===== config.mk =====
export PLATFORM = sky130hd
export DESIGN_NAME = regfile_scheduler
export DESIGN_NICKNAME = d
export VERILOG_FILES = /design/src/rtl/regfile_scheduler.sv
export SDC_FILE = /design/constraint.sdc
export NUM_CORES = 1
export LEC_CHECK = 0
export ABC_AREA = 1
export CAP_MARGIN = 20
export CORE_UTILIZATION = 35
export DETAILED_ROUTE_END_ITERATION = 10
export DONT_BUFFER_PORTS = 1
export PLACE_DENSITY_LB_ADDON = 0.05
export REMOVE_ABC_BUFFERS = 1
export SLEW_MARGIN = 10
export SYNTH_ARGS = -nofsm -noshare
export SYNTH_HDL_FRONTEND = slang
export SYNTH_SLANG_ARGS = --single-unit

===== constraint.sdc =====
create_clock -name clk -period 2 [get_ports clk]
set_input_delay 0.3 -clock clk [delete_from_list [all_inputs] [get_ports clk]]
set_output_delay 0.3 -clock clk [all_outputs]
set_load 0.02 [all_outputs]

===== src/rtl/regfile_scheduler.sv =====
// Write-port scheduler for the 32x32 register file: round-robin arbitration of two
// writeback sources onto the single write port, plus a RAW/WAW hazard scoreboard.
module regfile_scheduler (
    input  logic        clk,
    input  logic        rst_n,
    input  logic        iss_valid,
    input  logic [4:0]  iss_rs1,
    input  logic [4:0]  iss_rs2,
    input  logic [4:0]  iss_rd,
    output logic        iss_stall,
    input  logic        wb0_valid,
    input  logic [4:0]  wb0_rd,
    input  logic [31:0] wb0_data,
    input  logic        wb1_valid,
    input  logic [4:0]  wb1_rd,
    input  logic [31:0] wb1_data,
    output logic        wb0_ready,
    output logic        wb1_ready,
    output logic        rf_we,
    output logic [4:0]  rf_rd,
    output logic [31:0] rf_wd,
    output logic [31:0] pending
);

    logic [31:0] r_pending;
    logic        r_rr_ptr;
    logic        r_rf_we_p1;
    logic [4:0]  r_rf_rd_p1;
    logic [31:0] r_rf_wd_p1;

    logic        w_hazard;
    logic        w_reserve;
    logic        w_gnt0;
    logic        w_gnt1;
    logic        w_xfer;
    logic [4:0]  w_sel_rd;
    logic [31:0] w_sel_data;
    logic [31:0] w_pend_nxt;

    // x0 never blocks issue, so its operand slots are masked explicitly.
    assign w_hazard  = ((iss_rs1 != 5'd0) && r_pending[iss_rs1])
                     || ((iss_rs2 != 5'd0) && r_pending[iss_rs2])
                     || ((iss_rd  != 5'd0) && r_pending[iss_rd]);
    assign iss_stall = iss_valid && w_hazard;
    assign w_reserve = iss_valid && !w_hazard && (iss_rd != 5'd0);

    assign w_gnt0     = wb0_valid && (!wb1_valid || !r_rr_ptr);
    assign w_gnt1     = wb1_valid && (!wb0_valid ||  r_rr_ptr);
    assign w_xfer     = w_gnt0 || w_gnt1;
    assign w_sel_rd   = w_gnt1 ? wb1_rd   : wb0_rd;
    assign w_sel_data = w_gnt1 ? wb1_data : wb0_data;

    // Release of the committing register is applied first so a same-cycle reservation wins.
    always_comb begin
        w_pend_nxt = r_pending;
        if (r_rf_we_p1) begin
            w_pend_nxt[r_rf_rd_p1] = 1'b0;
        end
        if (w_reserve) begin
            w_pend_nxt[iss_rd] = 1'b1;
        end
        w_pend_nxt[0] = 1'b0;
    end

    always_ff @(posedge clk or negedge rst_n) begin
        if (!rst_n) begin
            r_pending <= 32'd0;
            r_rr_ptr  <= 1'b0;
        end else begin
            r_pending <= w_pend_nxt;
            if (w_xfer) begin
                r_rr_ptr <= w_gnt0;
            end
        end
    end

    // Commit stage: the regfile write happens one cycle after the handshake.
    always_ff @(posedge clk or negedge rst_n) begin
        if (!rst_n) begin
            r_rf_we_p1 <= 1'b0;
            r_rf_rd_p1 <= 5'd0;
            r_rf_wd_p1 <= 32'd0;
        end else if (w_xfer) begin
            r_rf_we_p1 <= (w_sel_rd != 5'd0);
            r_rf_rd_p1 <= w_sel_rd;
            r_rf_wd_p1 <= w_sel_data;
        end else begin
            r_rf_we_p1 <= 1'b0;
        end
    end

    assign wb0_ready = w_gnt0;
    assign wb1_ready = w_gnt1;
    assign rf_we     = r_rf_we_p1;
    assign rf_rd     = r_rf_rd_p1;
    assign rf_wd     = r_rf_wd_p1;
    assign pending   = r_pending;

endmodule


==> results.py <==
metrics = {
    "sta": {
        "drv_slew": 0,
        "finalHoldWorstSlack_ns": 0.136,
        "finalSetupTns_ns": -0.0544,
        "tightest_slew_ns": 0.529,
        "max_freq_mhz": 487,
        "rsz0062_at_grt": "true",
        "setup_violations": 1,
        "period_share_pct": 103,
        "setup_slack_ns": -0.0544,
        "maxSlewHeadroom_pct": 64.6,
        "min_period_ns": 2.05,
        "finClkSkew_ns": 0.00806,
        "finalHoldViolations": 0,
    },
    "pwr": {
        "max-vdd-ir-drop_v": 0.000402,
        "powerDensity_nw_per_um2": 1330,
        "leakagePower_nw": 2.52,
        "power_mw": 7.04,
    },
    "floorplan": {
        "die_h_um": 115,
        "core.rowCount": 41,
        "io_pins": 167,
        "coreArea_um2": 12600,
        "initial_core_util_pct": 35.8,
        "fp.dieW_um": 115,
        "die-area_um2": 13300,
    },
    "route": {
        "firstDrtPassIters": 5,
        "finalWirelength_um": 15300,
        "drt-initial-drc-count": 408,
        "routed_via_density": 5.26,
        "drc": 0,
        "ant_nets": 0,
        "drt-wirelength-per-cell_um": 17.5,
        "vias": 4610,
    },
    "worst_setup_path": {
        "crit_type": "reg2out",
        "cp_data_required_time_ns": 1.70,
        "r2r-end": "pending[17]",
        "crit_path_max_fanout": 4,
        "rrSetupSlack_ns": 0.22,
        "cpMostUsedCell": "nand2_1",
        "crit_arrival_ns": 1.75,
        "cpMaxStageDelayCell": "dfrtp_1",
        "critPathLaunchType": "flip-flop",
        "cp_top_family": "flip-flops",
        "reg2regPathDepth": 11,
        "r2r_start": "pending[24]",
        "critPathCaptureType": "primary output",
        "path_cells": "buf_4 -> nand2_1 -> nand4_1 -> nand3_1 -> nand2_1 -> nand2_1 -> nand2_1 -> inv_2 -> a21boi_2 -> buf_4",
        "crit_buf_inv": 3,
        "slowest_delay_ns": 0.45,
    },
    "placed_design": {
        "dp_cells": 852,
        "placed_cell_area_um2": 4840,
        "dp_hpwl_um": 11100,
        "gp_congestion": 0.924,
        "io_buffers": 0,
    },
    "yosys": {
        "synthCells": 667,
        "synthDistinctLibCells": 31,
        "syn_area_um2": 4500,
        "synth-xor-area-share_pct": 0,
        "yosys.area_share.adder_pct": 0,
        "ys_ff_latch": 70,
        "synth_area_per_cell_um2": 6.75,
        "synth_compound_area_share_pct": 13.8,
        "synthMuxAreaShare_pct": 0.667,
        "synth_seq_area_share_pct": 38.9,
        "synth-simple-area-share_pct": 35.6,
        "synth_top_family_by_area": "simple AND/OR/NAND/NOR gates",
        "synth_top_cell_by_area": "dfrtp_1",
        "yosysTopAreaCellShare_pct": 38.9,
        "ys_warn_count": 0,
        "synth_area_leaders": "dfrtp_1, nand2_1, o21ai_0",
    },
    "cts": {
        "cts-root-buf": "clkbuf_16",
        "cts.htree.levels": 3,
        "clk_pin_slew_ns": 0.06,
        "cts_tree": "done",
        "clkLatencyLatePin_ns": 0.33,
        "clock_sinks": 70,
        "clk_path_buf_depth": 2,
        "cts_made_buffers": 9,
    },
    "cells_and_area": {
        "drive_above_1_share_pct": 14.2,
        "diodes": 0,
        "finalNonFillerCells": 876,
        "nNetsFinal": 793,
        "nFillCells": 1346,
        "design_area_um2": 5290,
        "area_delta_synth_final_pct": 17.5,
    },
    "min_path": {
        "hold_depth": 2,
        "holdCritStartpoint": "wb0_valid",
        "hold_end": "r_rr_ptr",
        "hold_path_class": "in2reg",
    },
    "grt": {
        "grt_max_degree": 71,
        "grt_antenna_before_repair": 0,
        "grt_pass1_vias": 4368,
        "grt-ovfl-total": 0,
        "grt_pass1_wl_um": 23500,
        "grt_use_total_pct": 23.6,
    },
    "job": {
        "max_cap_violations": 0,
    },
    "outcome": {
        "status": "finished with violations",
        "violations": "negative setup slack",
    },
}
## cell usage in the layout, fill, tap and decap left out, types with 6 or more instances in the layout
cell type  count
o21ai_0       71
buf_4         51
nand3_1       45
a21oi_1       33
nor2_1        81
o31ai_1        6
nand2_1      199
clkbuf_16      9
inv_1         53
nor3_1         8
dfrtp_2        9
nand4_1       35
inv_2         10
dfrtp_1       61
## cell type report
type,count,area [µm²],share of cell area [%]
Multi-Input combinational cell,500,2270,42.9
Timing Repair Buffer,55,460,8.71
Clock buffer,12,267,5.04
Tap cell,172,215,4.07
Clock inverter,4,76.3,1.44
Inverter,63,236,4.47
Sequential cell,70,1760,33.3
## power breakdown
part           leakage [nW]  switching [mW]  total [mW]  internal (mW)
registers             0.807           0.739        2.60           1.86
logic                  1.54            1.61        2.60          0.990
clock network         0.165           0.631        1.83           1.20
## metrics by stage
| stage | utilization [%] | setup slack (ns) |
|---|---|---|
| 2_1_floorplan | - | -1.15 |
| 4_1_cts | 41.8 | -0.0348 |
| 6_report | 42.1 | -0.0544 |
| 3_5_place_dp | 38.5 | 0.135 |
| 5_1_grt | 42.1 | -0.160 |
| 3_3_place_gp | 38.5 | 0.103 |
## registers in the layout, indices dropped and copies added, names as in the netlist
name      cells
pending      31
r_rr_ptr      1
rf_rd         5
rf_wd        32
rf_we         1
## worst max-delay path by stage
stage                startpoint   endpoint  slack [ns]  cells after the start
floorplan              r_rr_ptr      rf_we       -1.15                      5
global placement     iss_rs2[1]  iss_stall        0.10                     12
detailed placement  pending[21]  iss_stall        0.14                     13
CTS                 pending[21]  iss_stall       -0.03                     13
global route        pending[21]  iss_stall       -0.16                     13
finish              pending[24]  iss_stall       -0.05                     10
## repair_timing
item | CTS | global route
resized for setup | 13 | 5
hold buffers | 2 | 0
endpoints found under the hold margin | 70 | 0
pin swaps | 1 | 1
setup endpoints to repair | 1 | 8
setup buffers | 3 | 3
## cell families (layout without fill, tap and decap cells)
family,count (synthesis),after routing
DFF,70,70
other,1,1
buffers and inverters,97,134
and+or+nand+nor,378,378
AOI/OAI and AO/OA,118,118
muxes,3,3
## cells in the mapped netlist, drive strengths merged
| cell | n |
|---|---|
| nand4 | 35 |
| and3 | 1 |
| conb | 1 |
| o31ai | 6 |
| o21ai | 73 |
| buf | 22 |
| nand3 | 45 |
| a21boi | 1 |
| mux2i | 3 |
| nor2 | 85 |
| nor3 | 8 |
| or2 | 2 |
| a31oi | 2 |
| dfrtp | 70 |
| o211ai | 2 |
| a21oi | 34 |
| nand2 | 202 |
| clkbuf | 12 |
| inv | 63 |
## routing by layer
metal  global-route usage (%)  share of wire [%]
met5                        0                  0
met4                     9.61                2.2
met3                     3.80                8.2
met2                     38.5                 46
met1                     31.1                 43
## worst reg2reg max path: stages, from the launching register on
cell and delay, ns:
dfrtp_1 0.45, buf_4 0.20, nand2_1 0.07, nand4_1 0.11, nand3_1 0.08, nand2_1 0.05, nand2_1 0.06, nand2_1 0.06
inv_2 0.07, buf_4 0.33, nand4_1 0.16, nand2_1 0.09
Note: power is estimated with default switching activity, not from simulation.
